`src/rtl/xor_load_seq.sv`:
```
// Serialises a 4-bit key and an 8-bit message into an XOR core, then waits for its done flag.
// Latency: key bits appear the cycle after accept; frame = 4*BIT_CYCLES key + BIT_CYCLES gap + 8*BIT_CYCLES msg + wait.
// Backpressure: oReady is high only in IDLE; iEn=0 freezes everything. Optional key cache: XOR_LOAD_SEQ_KEY_CACHE_EN.
module xor_load_seq #(
    parameter int BIT_CYCLES     = 2,
    parameter int TIMEOUT_CYCLES = 255
) (
    input  logic       iClk,
    input  logic       iRst,
    input  logic       iEn,
    input  logic [3:0] iKey,
    input  logic [7:0] iMsg,
    input  logic       iValid,
    input  logic       iXor_done,
    output logic       oReady,
    output logic       oData,
    output logic       oLoad_key,
    output logic       oLoad_msg,
    output logic       oFrame_done,
    output logic       oErr
);

    typedef enum logic [2:0] {
        S_IDLE,
        S_KEY,
        S_GAP,
        S_MSG,
        S_WAIT
    } state_t;

    // Last value of each counter; counters are sized for the parameter maxima (15 and 255).
    localparam logic [3:0] HOLD_LAST = 4'(BIT_CYCLES - 1);
    localparam logic [7:0] WAIT_LAST = 8'(TIMEOUT_CYCLES - 1);

    state_t     r_state;
    logic [2:0] r_key_sr;   // key bits still to send; bit 3 goes out directly at accept
    logic [7:0] r_msg_sr;
    logic [3:0] r_hold;
    logic [2:0] r_bit;
    logic [7:0] r_wait;

    logic w_accept;
    logic w_hold_end;
    logic w_cache_hit;

    assign w_accept   = (r_state == S_IDLE) & iValid & oReady & iEn;
    assign w_hold_end = (r_hold == HOLD_LAST);

`ifdef XOR_LOAD_SEQ_KEY_CACHE_EN
    logic [3:0] r_cache_key;
    logic       r_cache_vld;

    assign w_cache_hit = r_cache_vld & (iKey == r_cache_key);

    // Remember the key of the latest frame; a repeat of it skips the KEY and GAP phases.
    always_ff @(posedge iClk or negedge iRst) begin
        if (!iRst) begin
            r_cache_key <= 4'd0;
            r_cache_vld <= 1'b0;
        end else if (w_accept) begin
            r_cache_key <= iKey;
            r_cache_vld <= 1'b1;
        end
    end
`else
    assign w_cache_hit = 1'b0;
`endif

    // Frame sequencer: all outputs registered, everything frozen while iEn is low.
    always_ff @(posedge iClk or negedge iRst) begin
        if (!iRst) begin
            r_state     <= S_IDLE;
            r_key_sr    <= 3'd0;
            r_msg_sr    <= 8'd0;
            r_hold      <= 4'd0;
            r_bit       <= 3'd0;
            r_wait      <= 8'd0;
            oReady      <= 1'b0;
            oData       <= 1'b0;
            oLoad_key   <= 1'b0;
            oLoad_msg   <= 1'b0;
            oFrame_done <= 1'b0;
            oErr        <= 1'b0;
        end else if (iEn) begin
            oFrame_done <= 1'b0;
            case (r_state)
                S_IDLE: begin
                    oReady <= 1'b1;
                    if (w_accept) begin
                        oReady   <= 1'b0;
                        oErr     <= 1'b0;
                        r_key_sr <= iKey[2:0];
                        r_msg_sr <= iMsg;
                        r_hold   <= 4'd0;
                        r_bit    <= 3'd0;
                        r_wait   <= 8'd0;
                        if (w_cache_hit) begin
                            r_state   <= S_MSG;
                            oLoad_msg <= 1'b1;
                            oData     <= iMsg[7];
                        end else begin
                            r_state   <= S_KEY;
                            oLoad_key <= 1'b1;
                            oData     <= iKey[3];
                        end
                    end
                end
                S_KEY: begin
                    if (w_hold_end) begin
                        r_hold <= 4'd0;
                        if (r_bit == 3'd3) begin
                            r_state   <= S_GAP;
                            r_bit     <= 3'd0;
                            oLoad_key <= 1'b0;
                            oData     <= 1'b0;
                        end else begin
                            r_bit    <= r_bit + 3'd1;
                            r_key_sr <= {r_key_sr[1:0], 1'b0};
                            oData    <= r_key_sr[2];
                        end
                    end else begin
                        r_hold <= r_hold + 4'd1;
                    end
                end
                S_GAP: begin
                    if (w_hold_end) begin
                        r_hold    <= 4'd0;
                        r_state   <= S_MSG;
                        oLoad_msg <= 1'b1;
                        oData     <= r_msg_sr[7];
                    end else begin
                        r_hold <= r_hold + 4'd1;
                    end
                end
                S_MSG: begin
                    if (w_hold_end) begin
                        r_hold <= 4'd0;
                        if (r_bit == 3'd7) begin
                            r_state   <= S_WAIT;
                            r_bit     <= 3'd0;
                            r_wait    <= 8'd0;
                            oLoad_msg <= 1'b0;
                            oData     <= 1'b0;
                        end else begin
                            r_bit    <= r_bit + 3'd1;
                            r_msg_sr <= {r_msg_sr[6:0], 1'b0};
                            oData    <= r_msg_sr[6];
                        end
                    end else begin
                        r_hold <= r_hold + 4'd1;
                    end
                end
                S_WAIT: begin
                    if (iXor_done) begin
                        r_state     <= S_IDLE;
                        oReady      <= 1'b1;
                        oFrame_done <= 1'b1;
                    end else if (r_wait == WAIT_LAST) begin
                        r_state <= S_IDLE;
                        oReady  <= 1'b1;
                        oErr    <= 1'b1;
                    end else begin
                        r_wait <= r_wait + 8'd1;
                    end
                end
                default: begin
                    r_state <= S_IDLE;
                end
            endcase
        end
    end

endmodule

```
`config.mk`:
```
export PLATFORM = sky130hd
export DESIGN_NAME = xor_load_seq
export DESIGN_NICKNAME = d
export VERILOG_FILES = /design/src/rtl/xor_load_seq.sv
export SDC_FILE = /design/constraint.sdc
export NUM_CORES = 1
export LEC_CHECK = 0
export BUFFER_PORTS_ARGS = -buffer_cell sky130_fd_sc_hd__buf_4
export CAP_MARGIN = 25
export CORE_MARGIN = 2
export CORE_UTILIZATION = 42
export CTS_BUF_LIST = sky130_fd_sc_hd__clkbuf_8
export CTS_CLUSTER_DIAMETER = 120
export DETAILED_ROUTE_END_ITERATION = 6
export GPL_TIMING_DRIVEN = 0
export SETUP_SLACK_MARGIN = 0.1
export SLEW_MARGIN = 30
export SYNTH_ARGS = -nofsm -noshare
export SYNTH_HDL_FRONTEND = slang
export SYNTH_SLANG_ARGS = --single-unit
```
`constraint.sdc`:
```
create_clock -name iClk -period 2.2 [get_ports iClk]
set_input_delay 0.44 -clock iClk [delete_from_list [all_inputs] [get_ports iClk]]
set_output_delay 0.44 -clock iClk [all_outputs]
set_load 0.005 [all_outputs]
```
# Yosys cells after proc, flatten, opt, wreduce, memory -nomap -nowiden

Index checks and enable logic that the tools add are counted.

Bits in registers: 35
Bits in latches: 0
Bits in writable memories: 0
Memory bits (read-only): 0
Input bits: 17
Output and inout port bits: 6
Word-level logic and storage cells: 115
Memories: 0

$add $sub $neg: 3
Multipliers: 0
Divide/modulo/power cells: 0
Order comparisons: 0
Equality and inequality tests: 20
Shift-type cells: 0
Mux-type cells: 56
Bitwise logic cells: 3
Reductions and logical operators: 21

Operators with widths:

| kind                  | number |
|---|---|
| $mux W8               | 8 |
| $mux W3               | 16 |
| $reduce_and A5 Y1     | 6 |
| $pmux W8 S3           | 1 |
| $ne A2 B2 Y1 const B  | 11 |
| $mux W1               | 19 |
| $pmux W8 S2           | 1 |
| $pmux W3 S5           | 1 |
| $reduce_bool A2 Y1    | 5 |
| $eq A3 B2 Y1 const B  | 3 |
| $pmux W3 S3           | 1 |
| $add A8 B1 Y8 const B | 1 |
| $eq A8 B8 Y1 const B  | 1 |
| $mux W4               | 2 |
| $pmux W1 S2           | 4 |
| $pmux W4 S2           | 1 |
| $reduce_and A8 Y1     | 1 |
| $reduce_and A7 Y1     | 1 |
| $eq A3 B3 Y1 const B  | 2 |
| $pmux W3 S2           | 1 |
| $reduce_and A3 Y1     | 2 |
| $reduce_and A6 Y1     | 1 |
| $reduce_bool A3 Y1    | 2 |
| $add A4 B1 Y4 const B | 1 |
| other kinds (9)       | 11 |

# Depth between registers and ports, before layout

Depth after elaboration: 6
Mapped depth: 6
Depth with buffers taken out: 6

# Worst setup path after synthesis

No wires, ideal clock.

Path type: register to register
From: register r_bit[0]
To: register r_msg_sr[1]
Setup time: 125 ps
Data arrival time: 1713 ps
Data required time: 2075 ps
Path slack: 362 ps
Stages on the path, launching flop included: 7
Buffers on the path: 0
Period minus slack after synthesis: 1838 ps
Cell sequence: dfrtp_1 ha_1 ha_1 inv_1 nand4_2 a21oi_4 mux2_4

Word-level cells in the longest chain between the ends: 3

Ends and longest elaborated chain:

| what                        | RTL line | source |
|---|---|---|
| start, declared             | 39       | `logic [2:0] r_bit;` |
| start signal, assigned      | 117      | `r_bit <= r_bit + 3'd1;` |
| start signal, assigned      | 145      | `r_bit <= r_bit + 3'd1;` |
| $eq A3 B3 Y1                | 138      | `if (r_bit == 3'd7) begin` |
| $ne A2 B2 Y1 (no line)      | --       |  |
| $reduce_and A5 Y1 (no line) | --       |  |
| end signal, assigned        | 93       | `r_msg_sr <= iMsg;` |
| end signal, assigned        | 146      | `r_msg_sr <= {r_msg_sr[6:0], 1'b0};` |
| end, declared               | 37       | `logic [7:0] r_msg_sr;` |

Every way passes these cells.
A chain may end at the register's enable or synchronous reset.

# Final worst setup path

From: register r_bit[0]
To: register r_state[0]

Word-level cells in the longest chain between the ends: 3
Elaborated cells between the ends (all ways): 5
Those cells by class: eq/ne: 4; reduce/logical: 1

Ends and longest elaborated chain:

| what                                                | RTL line | source |
|---|---|---|
| $eq A3 B2 Y1 / $eq A3 B3 Y1 (equally long branches) | 111, 138 |  |
| $ne A2 B2 Y1 (no line)                              | --       |  |
| $reduce_and A8 Y1 (no line) *                       | --       |  |
| end signal, assigned                                | 102      | `r_state <= S_KEY;` |
| end signal, assigned                                | 112      | `r_state <= S_GAP;` |
| end signal, assigned                                | 128      | `r_state <= S_MSG;` |
| end, declared                                       | 35       | `state_t r_state;` |

Every way passes the cells marked *; elsewhere a longest branch is shown, timed or not.

==> run summary <==
The tools report the number of DRC markers in iteration 0 as 114. Summed over all nets, the half-perimeter wirelength after detailed placement is 3.10 mm. The share of post-route cells with drive strength above 1 works out to 27.4%. I/O pin count: 23. The number of different library cells used by synthesis comes to 53. The power density over the cells was 1150 nW/µm²; the worst stage delay on the critical path was 0.53 ns.

The first global-routing pass estimated 7.52 mm of wire. Synthesis produced 208 cells. The final route contains 1629 vias. Dominant combinational cell family by area after synthesis: simple AND/OR/NAND/NOR gates.

For the pin with the worst max-slew slack, the measured transition is 0.664 ns. The cell that appears most often on the critical path is ha_1. The critical path start-end classification is register to register.

The average cell area after synthesis works out to 10.2 µm². The critical path arrival was 2.21 ns; the final net count was 263. For the post-synthesis sequential area ratio, the log shows 41.4%. For the finished layout, the period the worst path requires is 2.03 ns. On the final layout, the worst hold slack is 0.0884 ns. Setup total negative slack on the finished layout was measured at 0 ns.

Setup violations remaining at the end of the flow were counted as 0. The period utilization was 92.5%; the required time reported for the critical path endpoint was 2.38 ns. The largest voltage drop on the vdd net is 0.585 mV, and the simple-gate share of the synthesized area is 18.2%. The source of the worst register-to-register timing path was r_bit[0]. When the netlist entered floorplanning its net count stood at 231. The number of antenna diodes in the final layout is 0. Counting cells, the worst reg-to-reg path comes to 6.

The average wire per standard cell is 14.1 µm, and the total global-route track usage is 17.8%. The number of buffers created by CTS is 5, and the synthesized cell area is 2110 µm². The slowest stage of the critical path is the or4b_1 cell. The endpoint identified for the worst register-to-register timing path is r_state[0]. Clock-pin slew was measured on the worst setup and hold paths at 0.07 ns. The number of DRC violations after detailed routing is 0, and the max-slew violation total from the final report is 0. For the site row count, the log shows 25.

The via-per-instance ratio was 5.29; the number of nets with antenna violations after detailed routing was 0. The share of the synthesized netlist area taken by xor and xnor gates is 0.414%. Setup repair after global routing left no endpoint under its margin. Summing the areas of all compound-gate instances in the mapped netlist gives 17.3% of the synthesized area. The flow ran to the end, and the final reports show no timing, DRC or antenna violations. The number of synthesized flops with an enable pin was 0. For this configuration, the core starts out at a cell density of 44.2%. The tools report the number of H-tree levels as 2. In this run the worst path has a maximum fanout of 4. The worst-skew pair later-pin latency was 0.29 ns; the horizontal die dimension was 74.9 µm.

Share of cell area taken by muxes after synthesis: 14.4%. The total count of hold-check failures in the final report was 0. The critical path starts at r_bit[0]. The initial antenna violation count is 0, and the post-detailed-routing wire length is 4.35 mm. For this run, the detailed router's first-pass iteration total came to 4. The tools report the leakage power summed over all cells as 1.08 nW.

Of all flip-flops after synthesis, the portion carrying an async set or reset was 100%. The tools report the kind of start point of the critical path as a register. TritonCTS built the clock tree.

Max-cap check violation count: 0. The gate family responsible for the most delay along the worst path is simple AND/OR/NAND/NOR gates. In the detailed route, the total length drawn on met2 is 1.91 mm.

Together, buffers and inverters on the worst path number 0. Counting buffers and inverters, the worst setup path is 6 cells deep. Relative area change from synthesis to final layout: 19.1%. For this run, the top clock speed supported by timing is 0.491 GHz.

The detailed router put a total of 2.19 mm of wire on met1. The tools report the root cell of the clock tree as clkbuf_8. The tools report the critical path endpoint category as a register. Vertical extent of the die: 74.9 µm. The floorplan step defined a die boundary enclosing 5620 µm². For the final database, setup skew stands at 0.00513 ns.

The critical path ends at r_state[0]. Measured against its own limit, the worst slew margin works out to 55.4%. The number of input and output port buffers inserted is 22, and the detailed route wirelength on metal3 is 176 µm. The number of global-route vias before repair is 1560, and the weighted congestion reported at the end of routability-driven placement is 0.799. Counting every sink on the clock net gives 35. In the synthesized netlist the dominant register cell turns out to be dfrtp_1. The synthesized design contains 35 register bits. The number of buffers inserted for hold repair after clock tree synthesis came out at 0. The largest net degree at the start of global routing is 36. The run gives 4790 µm² as the placeable core region. Yosys printed 0 warnings.

The worst min-delay path category was input pin to async pin. The highest metal layer with signal wires is met4. For flop-to-flop paths, the worst setup slack is 0.17 ns. Traced cell by cell, the critical path runs through ha_1 -> ha_1 -> or4b_1 -> o311ai_1 -> nor2_1 -> o22a_1. For this run the aggregate overflow at the end of global routing stands at 0. The largest buffer count on any clock path was 2. The fraction of the mapped netlist area in adder cells is 3.55%.
## cell type report
cell class / count / area, µm²
plain buffers: 8 / 36.3
repair buffers: 25 / 200
flip-flops and latches: 35 / 876
clock buffers: 6 / 82.6
multi-input cells: 149 / 1140
clock inverters: 2 / 35.0
well taps: 67 / 83.8
fillers: 460 / 2270
inverters: 16 / 60.1
## layer usage
metal	vias up	track usage, %
met5	-	0
met4	0	5.95
met3	5	3.88
met2	29	26.4
met1	773	25.9
li1	822	-
## kinds of logic (layout without fill, tap and decap cells)
group                      Yosys count  in the layout
and+or+nand+nor                     67             67
AOI/OAI and AO/OA                   50             50
DFF                                 35             35
muxes                               25             25
buffers and inverters               24             57
adders and majority gates            6              6
xor gates and xnor gates             1              1
## power breakdown
| part | total, mW | switching, mW | internal, mW |
|---|---|---|---|
| logic | 1.28 | 0.606 | 0.672 |
| registers | 1.03 | 0.165 | 0.861 |
| clock network | 0.601 | 0.234 | 0.367 |
| total | 2.91 | 1.01 | 1.90 |
## registers in the layout (all words and copies together) (netlist names), 3 cells and up
signal,cells
r_msg_sr,8
r_wait,8
r_hold,4
r_bit,3
r_key_sr,3
r_state,3
## worst min path at each step
stage	start	endpoint	slack [ns]	cells after the start
2_1_floorplan	iRst	oData	0.14	0
3_3_place_gp	iRst	r_msg_sr[3]	0.43	1
3_5_place_dp	iRst	r_msg_sr[4]	0.43	1
4_1_cts	iRst	r_msg_sr[4]	0.11	1
5_1_grt	iRst	r_msg_sr[3]	0.14	1
6_report	iRst	r_msg_sr[4]	0.09	1
## placed cells by master (no fill, tap or decap), types with 5 or more instances in the layout
cell type and count:
dfrtp_1 35, mux2_2 11, nand3_1 11, mux2i_1 5, nor2_1 13, nand4_1 5, mux2_4 8, o21ai_0 10
inv_1 16, o211ai_1 6, clkbuf_8 6, ha_1 6, nand2_1 9, buf_4 24, a21oi_1 7, buf_2 5
## worst reg2reg max path, stage by stage (launching register included)
cell and delay, ns:
dfrtp_1 0.40, ha_1 0.24, ha_1 0.21, or4b_1 0.53
o311ai_1 0.21, nor2_1 0.12, o22a_1 0.22
## synthesized netlist by cell type (2+ instances only)
library cell / number / area share (%)
o221ai_1: 2 / 0.83
mux2_2: 11 / 5.9
or4b_1: 2 / 0.95
a21o_1: 2 / 0.71
nand4_1: 5 / 1.5
mux2i_1: 5 / 2.4
and2_1: 3 / 0.89
ha_1: 6 / 3.6
clkbuf_1: 2 / 0.36
o21ai_1: 3 / 0.71
a21oi_1: 7 / 1.7
a211oi_1: 2 / 0.71
inv_1: 16 / 2.8
buf_2: 5 / 1.2
dfrtp_1: 35 / 41
mux2_4: 8 / 5.7
or2_2: 2 / 0.59
o211ai_1: 6 / 2.1
a31oi_1: 2 / 0.59
nand3b_1: 3 / 1.1
or3_1: 2 / 0.59
nor3_1: 3 / 0.71
nand3_1: 11 / 2.6
o21ai_0: 10 / 2.4
nand2_1: 9 / 1.6
nand2b_1: 3 / 0.89
o22a_1: 2 / 0.83
nor2_1: 14 / 2.5
nor2b_1: 3 / 0.89
## repair_timing
action,in CTS,in global routing
pin swaps,0,2
gates resized for setup,1,0
setup buffers,0,3
setup endpoints to repair,3,9
gates cloned,0,0
## through the flow
| step | util [%] | worst slack [ns] | instance area (µm²) | power (mW) | std cells |
|---|---|---|---|---|---|
| floorplan | - | 0.362 | 2110 | 1.97 | 208 |
| global placement | 49.4 | 0.0449 | 2360 | 2.25 | 297 |
| detailed placement | 49.4 | 0.0454 | 2360 | 2.27 | 297 |
| CTS | 51.9 | 0.101 | 2480 | 2.90 | 305 |
| global route | 52.6 | 0.106 | 2520 | 3.13 | 308 |
| finish | 52.6 | 0.165 | 2520 | 2.91 | 308 |
Note: power is estimated with default switching activity, not from simulation.
